File: config.mk
export PLATFORM = sky130hd
export DESIGN_NAME = multicycle_control_unit_flat
export DESIGN_NICKNAME = d
export VERILOG_FILES = /design/src/rtl/multicycle_control_unit_if.sv /design/src/rtl/multicycle_control_unit.sv /design/src/flat_wrapper.sv
export SDC_FILE = /design/constraint.sdc
export NUM_CORES = 1
export LEC_CHECK = 0
export ABC_AREA = 1
export CAP_MARGIN = 20
export CORE_MARGIN = 2
export CORE_UTILIZATION = 52
export CTS_CLUSTER_DIAMETER = 100
export DETAILED_ROUTE_END_ITERATION = 7
export PLACE_DENSITY = 0.79
export SYNTH_ARGS = -nofsm -noshare
export SYNTH_HDL_FRONTEND = slang
export SYNTH_SLANG_ARGS = --single-unit
File: constraint.sdc
create_clock -name clk -period 1.9 [get_ports clk]
set_input_delay 0.38 -clock clk [delete_from_list [all_inputs] [get_ports clk]]
set_output_delay 0.38 -clock clk [all_outputs]
set_load 0.01 [all_outputs]
File: src/rtl/multicycle_control_unit_if.sv
// Bundle between the instruction register/memory side and the multi-cycle datapath.
// The master modport is the control unit; the slave modport is whoever drives opcode/mem_ready.
interface multicycle_control_unit_if #(
  parameter int OPCODE_W = 6,
  parameter int ALUOP_W  = 4,
  parameter int CNT_W    = 32
);
  logic [OPCODE_W-1:0] opcode;
  logic                mem_ready;
  logic                pc_write;
  logic                pc_write_cond;
  logic                ir_write;
  logic                reg_write;
  logic                mem_read;
  logic                mem_write;
  logic                i_or_d;
  logic                mem_to_reg;
  logic                alu_src_a;
  logic                jal_link;
  logic                reg_dst;
  logic [1:0]          alu_src_b;
  logic [1:0]          pc_source;
  logic [ALUOP_W-1:0]  alu_op;
  logic [2:0]          branch_type;
  logic                illegal_op;
  logic                instr_done;
  logic [CNT_W-1:0]    retired;

  modport master (
    input  opcode, mem_ready,
    output pc_write, pc_write_cond, ir_write, reg_write, mem_read, mem_write,
           i_or_d, mem_to_reg, alu_src_a, jal_link, reg_dst, alu_src_b, pc_source,
           alu_op, branch_type, illegal_op, instr_done, retired
  );

  modport slave (
    output opcode, mem_ready,
    input  pc_write, pc_write_cond, ir_write, reg_write, mem_read, mem_write,
           i_or_d, mem_to_reg, alu_src_a, jal_link, reg_dst, alu_src_b, pc_source,
           alu_op, branch_type, illegal_op, instr_done, retired
  );
endinterface

File: src/rtl/multicycle_control_unit.sv
// Multi-cycle MIPS-subset controller: fetch/decode/execute/memory/writeback sequencing,
// memory-ready stalls, a sticky illegal-opcode trap and a retired-instruction counter.
module multicycle_control_unit #(
  parameter int OPCODE_W   = 6,
  parameter int ALUOP_W    = 4,
  parameter bit EXT_BRANCH = 1'b1,
  parameter int CNT_W      = 32
) (
  input  logic                        clk,
  input  logic                        reset,
  multicycle_control_unit_if.master   ctrl_io
);

  typedef enum logic [3:0] {
    FETCH, DECODE, MEMADR, MEMRD, MEMWB, MEMWR,
    EXEC_R, EXEC_I, ALUWB, BRANCH, JUMP, TRAP
  } state_e;

  localparam logic [5:0] OP_RTYPE = 6'b000000;
  localparam logic [5:0] OP_ADDI  = 6'b001000;
  localparam logic [5:0] OP_ANDI  = 6'b001100;
  localparam logic [5:0] OP_ORI   = 6'b001101;
  localparam logic [5:0] OP_LW    = 6'b100011;
  localparam logic [5:0] OP_SW    = 6'b101011;
  localparam logic [5:0] OP_BEQ   = 6'b000100;
  localparam logic [5:0] OP_BNE   = 6'b000101;
  localparam logic [5:0] OP_BGT   = 6'b001110;
  localparam logic [5:0] OP_BGE   = 6'b010001;
  localparam logic [5:0] OP_BLT   = 6'b010010;
  localparam logic [5:0] OP_BLE   = 6'b010011;
  localparam logic [5:0] OP_J     = 6'b000010;
  localparam logic [5:0] OP_JAL   = 6'b000011;

  localparam logic [ALUOP_W-1:0] ALU_ADD   = ALUOP_W'(0);
  localparam logic [ALUOP_W-1:0] ALU_SUB   = ALUOP_W'(1);
  localparam logic [ALUOP_W-1:0] ALU_FUNCT = ALUOP_W'(2);
  localparam logic [ALUOP_W-1:0] ALU_AND   = ALUOP_W'(3);
  localparam logic [ALUOP_W-1:0] ALU_OR    = ALUOP_W'(4);

  state_e           state_q, state_d;
  logic [5:0]       opcode_q;
  logic             illegal_q;
  logic [CNT_W-1:0] retired_q;

  logic [5:0]         opIn;
  logic               pcWrite, pcWriteCond, irWrite, regWrite, memRead, memWrite;
  logic               iOrD, memToReg, aluSrcA, jalLink, regDst, retire;
  logic [1:0]         aluSrcB, pcSource;
  logic [ALUOP_W-1:0] aluOp;
  logic [2:0]         branchType;

  assign opIn = 6'(ctrl_io.opcode);

  always_comb begin
    state_d     = state_q;
    pcWrite     = 1'b0;
    pcWriteCond = 1'b0;
    irWrite     = 1'b0;
    regWrite    = 1'b0;
    memRead     = 1'b0;
    memWrite    = 1'b0;
    iOrD        = 1'b0;
    memToReg    = 1'b0;
    aluSrcA     = 1'b0;
    jalLink     = 1'b0;
    regDst      = 1'b0;
    aluSrcB     = 2'b00;
    pcSource    = 2'b00;
    aluOp       = ALU_ADD;
    branchType  = 3'd0;
    unique case (state_q)
      FETCH: begin
        memRead = 1'b1;
        aluSrcB = 2'b01;
        irWrite = ctrl_io.mem_ready;
        pcWrite = ctrl_io.mem_ready;
        if (ctrl_io.mem_ready) state_d = DECODE;
      end
      DECODE: begin
        aluSrcB = 2'b11;
        unique case (opIn)
          OP_RTYPE:                        state_d = EXEC_R;
          OP_ADDI, OP_ANDI, OP_ORI:        state_d = EXEC_I;
          OP_LW, OP_SW:                    state_d = MEMADR;
          OP_BEQ, OP_BNE:                  state_d = BRANCH;
          OP_BGT, OP_BGE, OP_BLT, OP_BLE:  state_d = EXT_BRANCH ? BRANCH : TRAP;
          OP_J, OP_JAL:                    state_d = JUMP;
          default:                         state_d = TRAP;
        endcase
      end
      MEMADR: begin
        aluSrcA = 1'b1;
        aluSrcB = 2'b10;
        state_d = (opcode_q == OP_LW) ? MEMRD : MEMWR;
      end
      MEMRD: begin
        memRead = 1'b1;
        iOrD    = 1'b1;
        if (ctrl_io.mem_ready) state_d = MEMWB;
      end
      MEMWR: begin
        memWrite = 1'b1;
        iOrD     = 1'b1;
        if (ctrl_io.mem_ready) state_d = FETCH;
      end
      MEMWB: begin
        regWrite = 1'b1;
        memToReg = 1'b1;
        state_d  = FETCH;
      end
      EXEC_R: begin
        aluSrcA = 1'b1;
        aluOp   = ALU_FUNCT;
        state_d = ALUWB;
      end
      EXEC_I: begin
        aluSrcA = 1'b1;
        aluSrcB = 2'b10;
        if (opcode_q == OP_ANDI)     aluOp = ALU_AND;
        else if (opcode_q == OP_ORI) aluOp = ALU_OR;
        state_d = ALUWB;
      end
      ALUWB: begin
        regWrite = 1'b1;
        regDst   = (opcode_q == OP_RTYPE);
        state_d  = FETCH;
      end
      BRANCH: begin
        aluSrcA     = 1'b1;
        aluOp       = ALU_SUB;
        pcWriteCond = 1'b1;
        pcSource    = 2'b01;
        unique case (opcode_q)
          OP_BNE:  branchType = 3'd1;
          OP_BGT:  branchType = 3'd2;
          OP_BGE:  branchType = 3'd3;
          OP_BLT:  branchType = 3'd4;
          OP_BLE:  branchType = 3'd5;
          default: branchType = 3'd0;
        endcase
        state_d = FETCH;
      end
      JUMP: begin
        pcWrite  = 1'b1;
        pcSource = 2'b10;
        regWrite = (opcode_q == OP_JAL);
        jalLink  = (opcode_q == OP_JAL);
        state_d  = FETCH;
      end
      TRAP:    state_d = TRAP;
      default: state_d = FETCH;
    endcase
    retire = (state_q != FETCH) && (state_d == FETCH);
  end

  // Reset overrides every write enable and the retire pulse regardless of state,
  // so an aborted instruction cannot commit anything in the reset cycle.
  assign ctrl_io.pc_write      = pcWrite & ~reset;
  assign ctrl_io.pc_write_cond = pcWriteCond & ~reset;
  assign ctrl_io.ir_write      = irWrite & ~reset;
  assign ctrl_io.reg_write     = regWrite & ~reset;
  assign ctrl_io.mem_write     = memWrite & ~reset;
  assign ctrl_io.instr_done    = retire & ~reset;
  assign ctrl_io.mem_read      = memRead;
  assign ctrl_io.i_or_d        = iOrD;
  assign ctrl_io.mem_to_reg    = memToReg;
  assign ctrl_io.alu_src_a     = aluSrcA;
  assign ctrl_io.jal_link      = jalLink;
  assign ctrl_io.reg_dst       = regDst;
  assign ctrl_io.alu_src_b     = aluSrcB;
  assign ctrl_io.pc_source     = pcSource;
  assign ctrl_io.alu_op        = aluOp;
  assign ctrl_io.branch_type   = branchType;
  assign ctrl_io.illegal_op    = illegal_q;
  assign ctrl_io.retired       = retired_q;

  always_ff @(posedge clk) begin
    if (reset) begin
      state_q   <= FETCH;
      opcode_q  <= '0;
      illegal_q <= 1'b0;
      retired_q <= '0;
    end else begin
      state_q   <= state_d;
      illegal_q <= illegal_q | (state_d == TRAP);
      if (state_q == DECODE) opcode_q <= opIn;
      if (retire) retired_q <= retired_q + CNT_W'(1);
    end
  end

endmodule

File: src/flat_wrapper.sv
// flat-port wrapper written by rule: the top's interface ports become plain ports
module multicycle_control_unit_flat 
#(
  parameter int OPCODE_W   = 6,
  parameter int ALUOP_W    = 4,
  parameter bit EXT_BRANCH = 1'b1,
  parameter int CNT_W      = 32
)
  (clk, reset, ctrl_io_opcode, ctrl_io_mem_ready, ctrl_io_pc_write, ctrl_io_pc_write_cond, ctrl_io_ir_write, ctrl_io_reg_write, ctrl_io_mem_read, ctrl_io_mem_write, ctrl_io_i_or_d, ctrl_io_mem_to_reg, ctrl_io_alu_src_a, ctrl_io_jal_link, ctrl_io_reg_dst, ctrl_io_alu_src_b, ctrl_io_pc_source, ctrl_io_alu_op, ctrl_io_branch_type, ctrl_io_illegal_op, ctrl_io_instr_done, ctrl_io_retired);
  multicycle_control_unit_if #(.OPCODE_W(OPCODE_W), .ALUOP_W(ALUOP_W), .CNT_W(CNT_W)) ctrl_io_i ();
  input  logic clk;
  input  logic reset;
  input wire logic [$bits(ctrl_io_i.opcode)-1:0] ctrl_io_opcode;
  input wire logic [$bits(ctrl_io_i.mem_ready)-1:0] ctrl_io_mem_ready;
  output wire logic [$bits(ctrl_io_i.pc_write)-1:0] ctrl_io_pc_write;
  output wire logic [$bits(ctrl_io_i.pc_write_cond)-1:0] ctrl_io_pc_write_cond;
  output wire logic [$bits(ctrl_io_i.ir_write)-1:0] ctrl_io_ir_write;
  output wire logic [$bits(ctrl_io_i.reg_write)-1:0] ctrl_io_reg_write;
  output wire logic [$bits(ctrl_io_i.mem_read)-1:0] ctrl_io_mem_read;
  output wire logic [$bits(ctrl_io_i.mem_write)-1:0] ctrl_io_mem_write;
  output wire logic [$bits(ctrl_io_i.i_or_d)-1:0] ctrl_io_i_or_d;
  output wire logic [$bits(ctrl_io_i.mem_to_reg)-1:0] ctrl_io_mem_to_reg;
  output wire logic [$bits(ctrl_io_i.alu_src_a)-1:0] ctrl_io_alu_src_a;
  output wire logic [$bits(ctrl_io_i.jal_link)-1:0] ctrl_io_jal_link;
  output wire logic [$bits(ctrl_io_i.reg_dst)-1:0] ctrl_io_reg_dst;
  output wire logic [$bits(ctrl_io_i.alu_src_b)-1:0] ctrl_io_alu_src_b;
  output wire logic [$bits(ctrl_io_i.pc_source)-1:0] ctrl_io_pc_source;
  output wire logic [$bits(ctrl_io_i.alu_op)-1:0] ctrl_io_alu_op;
  output wire logic [$bits(ctrl_io_i.branch_type)-1:0] ctrl_io_branch_type;
  output wire logic [$bits(ctrl_io_i.illegal_op)-1:0] ctrl_io_illegal_op;
  output wire logic [$bits(ctrl_io_i.instr_done)-1:0] ctrl_io_instr_done;
  output wire logic [$bits(ctrl_io_i.retired)-1:0] ctrl_io_retired;
  assign ctrl_io_i.opcode = ctrl_io_opcode;
  assign ctrl_io_i.mem_ready = ctrl_io_mem_ready;
  assign ctrl_io_pc_write = ctrl_io_i.pc_write;
  assign ctrl_io_pc_write_cond = ctrl_io_i.pc_write_cond;
  assign ctrl_io_ir_write = ctrl_io_i.ir_write;
  assign ctrl_io_reg_write = ctrl_io_i.reg_write;
  assign ctrl_io_mem_read = ctrl_io_i.mem_read;
  assign ctrl_io_mem_write = ctrl_io_i.mem_write;
  assign ctrl_io_i_or_d = ctrl_io_i.i_or_d;
  assign ctrl_io_mem_to_reg = ctrl_io_i.mem_to_reg;
  assign ctrl_io_alu_src_a = ctrl_io_i.alu_src_a;
  assign ctrl_io_jal_link = ctrl_io_i.jal_link;
  assign ctrl_io_reg_dst = ctrl_io_i.reg_dst;
  assign ctrl_io_alu_src_b = ctrl_io_i.alu_src_b;
  assign ctrl_io_pc_source = ctrl_io_i.pc_source;
  assign ctrl_io_alu_op = ctrl_io_i.alu_op;
  assign ctrl_io_branch_type = ctrl_io_i.branch_type;
  assign ctrl_io_illegal_op = ctrl_io_i.illegal_op;
  assign ctrl_io_instr_done = ctrl_io_i.instr_done;
  assign ctrl_io_retired = ctrl_io_i.retired;
  multicycle_control_unit #(.OPCODE_W(OPCODE_W), .ALUOP_W(ALUOP_W), .EXT_BRANCH(EXT_BRANCH), .CNT_W(CNT_W)) u_core (.clk(clk), .reset(reset), .ctrl_io(ctrl_io_i));
endmodule
-- Word-level counts from Yosys, hierarchy flattened
Memory sizes are Yosys's and may differ from the RTL's.
Index checks and enable logic that the tools add are counted.
- div/mod/pow operators: 0
- multiply operators: 0
- magnitude comparators: 0
- eq/ne operators: 21
- add/subtract/negate cells: 1
- muxes and demuxes: 23
- reductions and logical operators: 11
- shifts and indexed selects: 0
- bitwise gates (word level): 8
- operator list (operator ; number):
    32-bit by 1-bit adder with 32-bit output (second input constant) ; 1
    4-bit case mux with 7 select lines ; 1
    4-bit equality test (second input constant) ; 5
    6-bit by 4-bit equality test with 1-bit output (second input constant) ; 3
    6-bit by 5-bit equality test with 1-bit output (second input constant) ; 3
    4-bit by 3-bit equality test with 1-bit output (second input constant) ; 4
    4-bit 2-to-1 mux ; 4
    3-bit case mux with 5 select lines ; 1
    4-bit case mux with 3 select lines ; 1
    2-bit OR reduction ; 5
    1-bit 2-to-1 mux ; 9
    3-bit 2-to-1 mux ; 3
    4-bit by 2-bit equality test with 1-bit output (second input constant) ; 2
    4-bit zero test ; 2
    1-bit bitwise AND ; 6
    6-bit by 2-bit equality test with 1-bit output (second input constant) ; 1
    6-bit by 3-bit equality test with 1-bit output (second input constant) ; 1
    6-bit equality test (second input constant) ; 1
    6-bit zero test ; 1
    2-bit case mux with 3 select lines ; 1
    4-bit by 1-bit equality test with 1-bit output (second input constant) ; 1
    1-bit case mux with 2 select lines ; 2
    2-bit case mux with 2 select lines ; 1
    4-bit nonzero test ; 1
    4 further kinds ; 4
- word-level logic and storage cells: 69
- memories kept: 1
- bits in read-only memories: 256
- input bits: 9
- output and inout port bits: 56
- bits in latches: 0
- bits in registers: 43
- memory bits (writable): 0
- memory list (name ; depth ; width ; read ports ; clocked after memory_dff ; wr ports ; RTL line ; text):
    (no name shown) ; 64 ; 4 ; 1 ; 0 ; 0 ; multicycle_control_unit.sv:81 ; unique case (opIn)

-- Longest topological paths before layout
Gate-level depths: netlist of the first run.
- depth in word-level cells: 6
- depth in mapped cells: 13
- mapped depth without buffers: 11

-- Worst setup path after synthesis of the first run
No wires, ideal clock.
- kind: flip-flop to output port
- start point: reg u_core.state_q[3]
- end point: out ctrl_io_reg_write
- slack: -111 ps
- cell stages (with the launch flop): 9
- data arrival time: 1631 ps
- cell sequence: dfxtp_1 > inv_2 > nor2_1 > inv_1 > nor2_1 > inv_1 > nor4_1 > nor3b_1 > nor2_1
- word-level cells in the longest chain between the ends: 4
- elaborated cells on any way between the ends: 6
- those cells by class: 3 x eq/ne; 1 x mux; 1 x bitwise; 1 x reduce/logical
- ends and longest elaborated chain (what ; RTL line ; text):
    start, declared ; multicycle_control_unit.sv:40 ; state_e state_q, state_d;
    start signal, assigned ; multicycle_control_unit.sv:184 ; state_q <= state_d;
    4-bit by 3-bit equality test with 1-bit output or 4-bit equality test (tied branches) ; multicycle_control_unit.sv:71 ; unique case (state_q)
    2-bit OR reduction (no line) ; - ;
    1-bit case mux with 2 select lines * ; multicycle_control_unit.sv:71 ;
    1-bit bitwise AND * ; multicycle_control_unit.sv:161 ; assign ctrl_io.reg_write = regWrite & ~reset;
    end, declared ; flat_wrapper.sv:18 ; output wire logic [$bits(ctrl_io_i.reg_write)-1:0] ctrl_io_reg_write;
Mark *: on every way between the ends. The rest lies on a longest branch, timed or not.

-- Worst setup path after layout of the first run
- start point: reg u_core.state_q[3]
- end point: out ctrl_io_instr_done
- word-level cells in the longest chain between the ends: 6
- elaborated cells on any way between the ends: 17
- those cells by class: 7 x eq/ne; 4 x mux; 1 x bitwise; 5 x reduce/logical
- ends and longest elaborated chain (what ; RTL line ; text):
    4-bit by 3-bit equality test with 1-bit output ; multicycle_control_unit.sv:71 ;
    2-bit OR reduction (no line) ; - ;
    4-bit case mux with 7 select lines ; multicycle_control_unit.sv:71 ;
    4-bit zero test ; multicycle_control_unit.sv:153 ; retire = (state_q != FETCH) && (state_d == FETCH);
    1-bit logical AND * ; multicycle_control_unit.sv:153 ;
    1-bit bitwise AND * ; multicycle_control_unit.sv:163 ; assign ctrl_io.instr_done = retire & ~reset;
    end, declared ; flat_wrapper.sv:31 ; output wire logic [$bits(ctrl_io_i.instr_done)-1:0] ctrl_io_instr_done;
Marked as above.

==> impl_metrics.tcl, run 1 <==
set metrics [dict create \
    clock_latency_ps 290 \
    synth.largest_area_cell "sky130_fd_sc_hd__dfxtp_1" \
    clock_tree.root_cell "sky130_fd_sc_hd__clkbuf_8" \
    yosys_warnings 0 \
    cts_max_path_buffers 2 \
    floorplan.die.width_um 81.6 \
    startpoint_type "flip-flop" \
    globalRouteMet1Util_pct 43.1 \
    timing_max_transition_violations_final 0 \
    drc_errors 0 \
    power.share.switching_pct 36.3 \
    grt_pass1_wl_mm 15.8 \
    comb_power_share_pct 41.4 \
    dominantRegCellSynth "sky130_fd_sc_hd__dfxtp_1" \
    clock_power_share_pct 21.8 \
    summed_negative_setup_slack_over_all_endpoints_ps -519 \
    post-synth-top-count-cell "sky130_fd_sc_hd__nand2_1" \
    y_dimension_of_the_die_um 81.6 \
    timing.final.ws_setup_ps -192 \
    dr_total_vias 3944 \
    clock_tree_from_tritoncts "yes" \
    syn-mean-instance-area_um2 6.18 \
    endpoint_type_of_the_worst_setup_path "output port" \
    holdCritStartpoint "u_core.ctrl_io.illegal_op" \
    async_reset_ff_share_pct 0 \
    gr-max-usage-layer "met2" \
    start_util_pct 53.5 \
    synth_seq_area_share_pct 27.5 \
    io_buffer_count 63 \
    cts_num_sinks 43 \
    cts_htree_levels 2 \
    status "complete, but fails checks" \
    timing.critical_path.arrival_ps 1710 \
    cellLeakagePower_nw 1.88 \
    seq_cells_post_synth 43 \
    detail_route.wirelength_mm 10.8 \
    ctsHoldBuffers 0 \
    yosysUniqueCellTypes 30 \
    netlist_area_um2 3130 \
    critPathKind "reg2out" \
    critPathRequiredTime_ps 1520 \
    postRouteAntennaNets 0 \
    peakVddDrop_mv 0.543 \
    overflow_left_after_global_routing 0 \
    cts_buffers 5 \
    largest_net_degree_at_the_start_of_global_routing 34 \
    holdCritPathClass "reg2reg" \
    syn-num-nets 516 \
    post_route_cells_drive_above_1_share_pct 30.7 \
    setup_violations 6 \
    globalRouteMet2Util_pct 48.0 \
    floorplan_core_area_um2 5850 \
    row_count 28 \
    ioPinCount 65 \
    via_per_inst 5.59 \
    maxCapViolCount 0 \
    power.total_mw 2.70 \
    final_period_minus_worst_setup_slack_ps 2090 \
    finalHoldViolCount 0 \
    gp_congestion 1.01 \
    timing.critical_path.from "u_core.state_q[3]" \
    seq_power_share_pct 36.7 \
    wl_per_cell_um 15.3 \
    crit-reg2reg-launch "u_core.state_q[3]" \
    cts.reportedPaths.clkPinSlew_ps 80 \
    synth_common_cells "sky130_fd_sc_hd__nand2_1, sky130_fd_sc_hd__nor2_1, sky130_fd_sc_hd__dfxtp_1" \
    synth_edf_count 0 \
    rsz0062_at_grt "true" \
    final.period_utilization_pct 110 \
    design.final.nets 641 \
    synth_cells 506 \
    syn2layout_area_growth_pct 47.5 \
    initialDrtViolationCount 410 \
    detailedPlacementHpwl_mm 7.12 \
    antenna_found_initial 0 \
    highest_net_fanout_along_the_worst_path 2 \
    power.density_nw_per_um2 585 \
    fp.dieArea_um2 6650 \
    violated_checks "setup timing" \
    worst_clock_skew_ps 5.72 \
    globalRouteMet3Util_pct 3.85 \
    p_switching_mw 0.979 \
    clock.fmax_mhz 478 \
    post-synth-top-area-fraction_pct 27.5 \
    drt_pre_antenna_iters 5 \
    synth.area.top_cells "sky130_fd_sc_hd__dfxtp_1, sky130_fd_sc_hd__nand2_1, sky130_fd_sc_hd__nor2_1" \
    grt_pass1_vias 3357 \
    internal_power_mw 1.72 \
    antenna_cells_inserted 0 \
    grtUsageTotal_pct 30.1 \
]
==> worst max-delay path, stage by stage, from the launching register on <==
cell	delay (ps)
sky130_fd_sc_hd__dfxtp_4	370
sky130_fd_sc_hd__inv_4	80
sky130_fd_sc_hd__nor2_4	50
sky130_fd_sc_hd__buf_6	120
sky130_fd_sc_hd__nand2_4	50
sky130_fd_sc_hd__nand2_2	60
sky130_fd_sc_hd__nor2_4	130
sky130_fd_sc_hd__nand3_2	100
sky130_fd_sc_hd__nor2_2	130
sky130_fd_sc_hd__nand3_2	100
sky130_fd_sc_hd__nor2_2	110
sky130_fd_sc_hd__buf_2	120
==> cell families after synthesis <==
family / Yosys count / share of synthesized area (%)
buf+inv: 68 / 9.72
flops: 43 / 27.5
xor+xnor: 17 / 4.76
compound gates: 54 / 9.24
other cells: 1 / 0.120
fa+ha+maj: 1 / 0.400
simple gates: 322 / 48.3
==> path summary, 6_finish.rpt <==
| kind | end | slack (ps) | cells after the start |
|---|---|---|---|
| hold / removal | u_core.ctrl_io.illegal_op | 490 | 2 |
| setup / recovery | ctrl_io_instr_done | -190 | 11 |
| setup reg to reg | u_core.ctrl_io.retired[8] | 10 | 15 |
| hold reg to reg | u_core.ctrl_io.illegal_op | 490 | 2 |
==> flip-flops by register name (all words and copies together) (netlist names) <==
name,cells
u_core.ctrl_io.retired,32
u_core.opcode_q,6
u_core.state_q,4
u_core.ctrl_io.illegal_op,1
==> per-stage QoR <==
step	worst slack [ps]	cells	area, um^2	utilization (%)	hold slack [ps]
after floorplan	42.4	506	3140	-	465
after global placement	-715	686	4200	71.8	467
after detailed placement	-798	686	4200	71.8	471
after CTS	-231	699	4400	75.2	481
after global routing	-274	706	4610	78.9	503
final	-192	706	4610	78.9	492
==> what timing repair did <==
action | 4_1_cts | 5_1_grt
hold endpoints to repair | 0 | 0
pin swaps | 15 | 21
cloned | 0 | 3
gates resized for setup | 109 | 56
setup buffers | 7 | 4
setup endpoints to repair | 55 | 52
==> cell type report <==
| type | count | area [um^2] |
|---|---|---|
| timing repair buffer | 135 | 1200 |
| tap | 75 | 93.8 |
| clock inverter | 1 | 5.00 |
| sequential | 43 | 883 |
| clock buffer | 6 | 82.6 |
| multi-input combinational | 395 | 2150 |
| inverter | 51 | 204 |
| fill | 423 | 1240 |
==> metal layers <==
layer	share of wire [%]	up-vias
met1	41	1811
li1	-	1861
met5	0	-
met3	9.4	38
met2	46	234
met4	2.9	0
==> power by group through the flow <==
stage          clock (mW)  sequential (mW)  combinational (mW)
2_1_floorplan           0            0.991               0.498
3_3_place_gp            0            0.992               0.844
3_5_place_dp            0            0.993               0.856
4_1_cts             0.601            0.983               0.909
5_1_grt             0.636            0.996                1.19
6_report            0.589            0.991                1.12
==> placed cells by master (no fill, tap or decap), types with 2 or more instances in the layout <==
cell / instances
sky130_fd_sc_hd__buf_12: 2
sky130_fd_sc_hd__xnor2_1: 2
sky130_fd_sc_hd__inv_1: 32
sky130_fd_sc_hd__nor3_4: 2
sky130_fd_sc_hd__inv_2: 14
sky130_fd_sc_hd__nand2_1: 149
sky130_fd_sc_hd__nor2_4: 10
sky130_fd_sc_hd__clkdlybuf4s50_1: 34
sky130_fd_sc_hd__nand2_2: 8
sky130_fd_sc_hd__nand3b_1: 9
sky130_fd_sc_hd__buf_6: 8
sky130_fd_sc_hd__a21oi_1: 38
sky130_fd_sc_hd__buf_4: 60
sky130_fd_sc_hd__dfxtp_1: 35
sky130_fd_sc_hd__nor3_1: 12
sky130_fd_sc_hd__dfxtp_2: 3
sky130_fd_sc_hd__nor2_2: 11
sky130_fd_sc_hd__nand3_2: 25
sky130_fd_sc_hd__xor2_1: 15
sky130_fd_sc_hd__buf_2: 9
sky130_fd_sc_hd__dlygate4sd2_1: 6
sky130_fd_sc_hd__clkbuf_8: 6
sky130_fd_sc_hd__nand4_1: 3
sky130_fd_sc_hd__inv_4: 5
sky130_fd_sc_hd__clkdlybuf4s15_1: 4
sky130_fd_sc_hd__nand3_1: 28
sky130_fd_sc_hd__dfxtp_4: 5
sky130_fd_sc_hd__a21oi_2: 5
sky130_fd_sc_hd__clkbuf_2: 7
sky130_fd_sc_hd__nor2_1: 56
sky130_fd_sc_hd__clkbuf_16: 3
sky130_fd_sc_hd__o21ai_0: 7
sky130_fd_sc_hd__nand2_4: 5
Power figures use the tool's default switching activity.
==> run 2: changes to the inputs <==
--- a/config.mk
+++ b/config.mk
@@ -7,6 +7,7 @@
 export LEC_CHECK = 0
 export ABC_AREA = 1
 export CAP_MARGIN = 20
+export CORE_ASPECT_RATIO = 2
 export CORE_MARGIN = 2
 export CORE_UTILIZATION = 52
 export CTS_CLUSTER_DIAMETER = 100
==> impl_metrics.tcl, run 2 (synthesis results as in run 1) <==
set metrics [dict create \
    summed_negative_setup_slack_over_all_endpoints_ps -218 \
    final.fill_count 439 \
    finalHoldViolCount 0 \
    cts.reportedPaths.clkPinSlew_ps 60 \
    gp_congestion 0.956 \
    worst_clock_skew_ps 4.22 \
    ioPinCount 65 \
    highest_net_fanout_along_the_worst_path 4 \
    via_per_inst 5.42 \
    detailedPlacementHpwl_mm 6.81 \
    y_dimension_of_the_die_um 114 \
    worstMarginPinSlew_ps 502 \
    fp.dieArea_um2 6690 \
    timing_max_transition_violations_final 0 \
    peakVddDrop_mv 0.613 \
    initialDrtViolationCount 200 \
    rsz0062_at_grt "true" \
    post_layout_nonfiller_instances 695 \
    start_util_pct 53.0 \
    clock_latency_ps 290 \
    violated_checks "DRC, setup timing" \
    holdCritPathClass "reg2reg" \
    cts_max_path_buffers 2 \
    clock.fmax_mhz 502 \
    drc_errors 2 \
    cts_num_sinks 43 \
    grtUsageTotal_pct 27.9 \
    final_period_minus_worst_setup_slack_ps 1990 \
    critPathRequiredTime_ps 1520 \
    startpoint_type "flip-flop" \
    syn2layout_area_growth_pct 49.5 \
    antenna_found_initial 0 \
    overflow_left_after_global_routing 0 \
    critPathKind "reg2out" \
    status "complete, but fails checks" \
    largest_net_degree_at_the_start_of_global_routing 37 \
    clock_tree_from_tritoncts "yes" \
    timing.final.ws_setup_ps -91.4 \
    cellLeakagePower_nw 1.91 \
    detail_route.wirelength_mm 9.70 \
    antenna_cells_inserted 0 \
    preCtsSetupSlack_ps -745 \
    power.total_mw 2.92 \
    numPlacedInstances 679 \
    highest_count_cells_in_the_layout_ignoring_fill_and_taps "sky130_fd_sc_hd__nand2_1, sky130_fd_sc_hd__buf_4, sky130_fd_sc_hd__nor2_1, sky130_fd_sc_hd__dfxtp_1" \
    grt_pass1_vias 3246 \
    postRouteAntennaNets 0 \
    wl_per_cell_um 14.0 \
    floorplan_core_area_um2 5910 \
    cts_buffers 5 \
    design.final.nets 642 \
    post_route_cells_drive_above_1_share_pct 30.9 \
    power.density_nw_per_um2 624 \
    io_buffer_count 63 \
    dr_total_vias 3764 \
    setup_violations 4 \
    timing.critical_path.arrival_ps 1610 \
    final.period_utilization_pct 105 \
    layout.cells.most_common "sky130_fd_sc_hd__nand2_1" \
    maxSlewHeadroom_pct 66.5 \
    grt_pass1_wl_mm 14.8 \
    row_count 40 \
    cts_htree_levels 2 \
    floorplan.die.width_um 58.9 \
    endpoint_type_of_the_worst_setup_path "output port" \
    drt_pre_antenna_iters 7 \
    maxCapViolCount 0 \
    clock_tree.root_cell "sky130_fd_sc_hd__clkbuf_16" \
    largest_register_ff_count 32 \
]
[run 2: worst max-delay path, cell delays in order, from the launching register on]
cell                      delay [ps]
sky130_fd_sc_hd__dfxtp_4         370
sky130_fd_sc_hd__inv_4            60
sky130_fd_sc_hd__nor2_4           40
sky130_fd_sc_hd__buf_6           120
sky130_fd_sc_hd__nand2_4          50
sky130_fd_sc_hd__nand2_2          60
sky130_fd_sc_hd__nor2_4          100
sky130_fd_sc_hd__nand3_2          90
sky130_fd_sc_hd__nor2_2          130
sky130_fd_sc_hd__nand3_2          90
sky130_fd_sc_hd__nor2_2           80
sky130_fd_sc_hd__buf_2           130
[run 2: timing repair]
action / 4_1_cts / 5_1_grt
hold buffers: 0 / 0
buffers inserted: 2 / 4
pin swaps: 7 / 18
gates resized for setup: 72 / 75
setup endpoints to repair: 55 / 52
cloned: 0 / 3
[run 2: final timing paths]
| kind | start | endpoint | slack (ps) | depth (start not counted) |
|---|---|---|---|---|
| hold / removal | u_core.ctrl_io.illegal_op | u_core.ctrl_io.illegal_op | 460 | 2 |
| setup reg to reg | u_core.state_q[3] | u_core.ctrl_io.retired[6] | 20 | 9 |
| hold reg to reg | u_core.ctrl_io.illegal_op | u_core.ctrl_io.illegal_op | 460 | 2 |
| setup / recovery | u_core.state_q[3] | ctrl_io_instr_done | -90 | 11 |
[run 2: layer usage]
layer  track usage (%)  vias to the layer above  routed length [um]
met5                 0                        -                   0
met4              10.0                        0                 259
met3              4.20                       26                 572
met2              44.5                      133                4930
met1              37.4                     1741                3930
li1                  -                     1864                   -
[run 2: through the flow]
step | util [%] | cell area (um^2) | hold WS (ps)
after floorplan | - | 3140 | 465
after global placement | 71.8 | 4240 | 446
after detailed placement | 71.8 | 4240 | 449
after CTS | 75.0 | 4430 | 463
after global routing | 79.2 | 4680 | 495
final | 79.2 | 4680 | 457
[run 2: cell type report]
type / count / area (um^2) / share of cell area [%]
Clock buffer: 6 / 139 / 2.97
Clock inverter: 1 / 5.00 / 0.107
Inverter: 51 / 199 / 4.25
Multi-Input combinational cell: 395 / 2150 / 45.9
Sequential cell: 43 / 877 / 18.8
Tap cell: 63 / 78.8 / 1.69
Timing Repair Buffer: 136 / 1230 / 26.3
[run 2: report_power, final]
part | switching (mW) | internal (mW)
combinational | 0.593 | 0.498
sequential | 0.0413 | 0.942
clock | 0.331 | 0.512
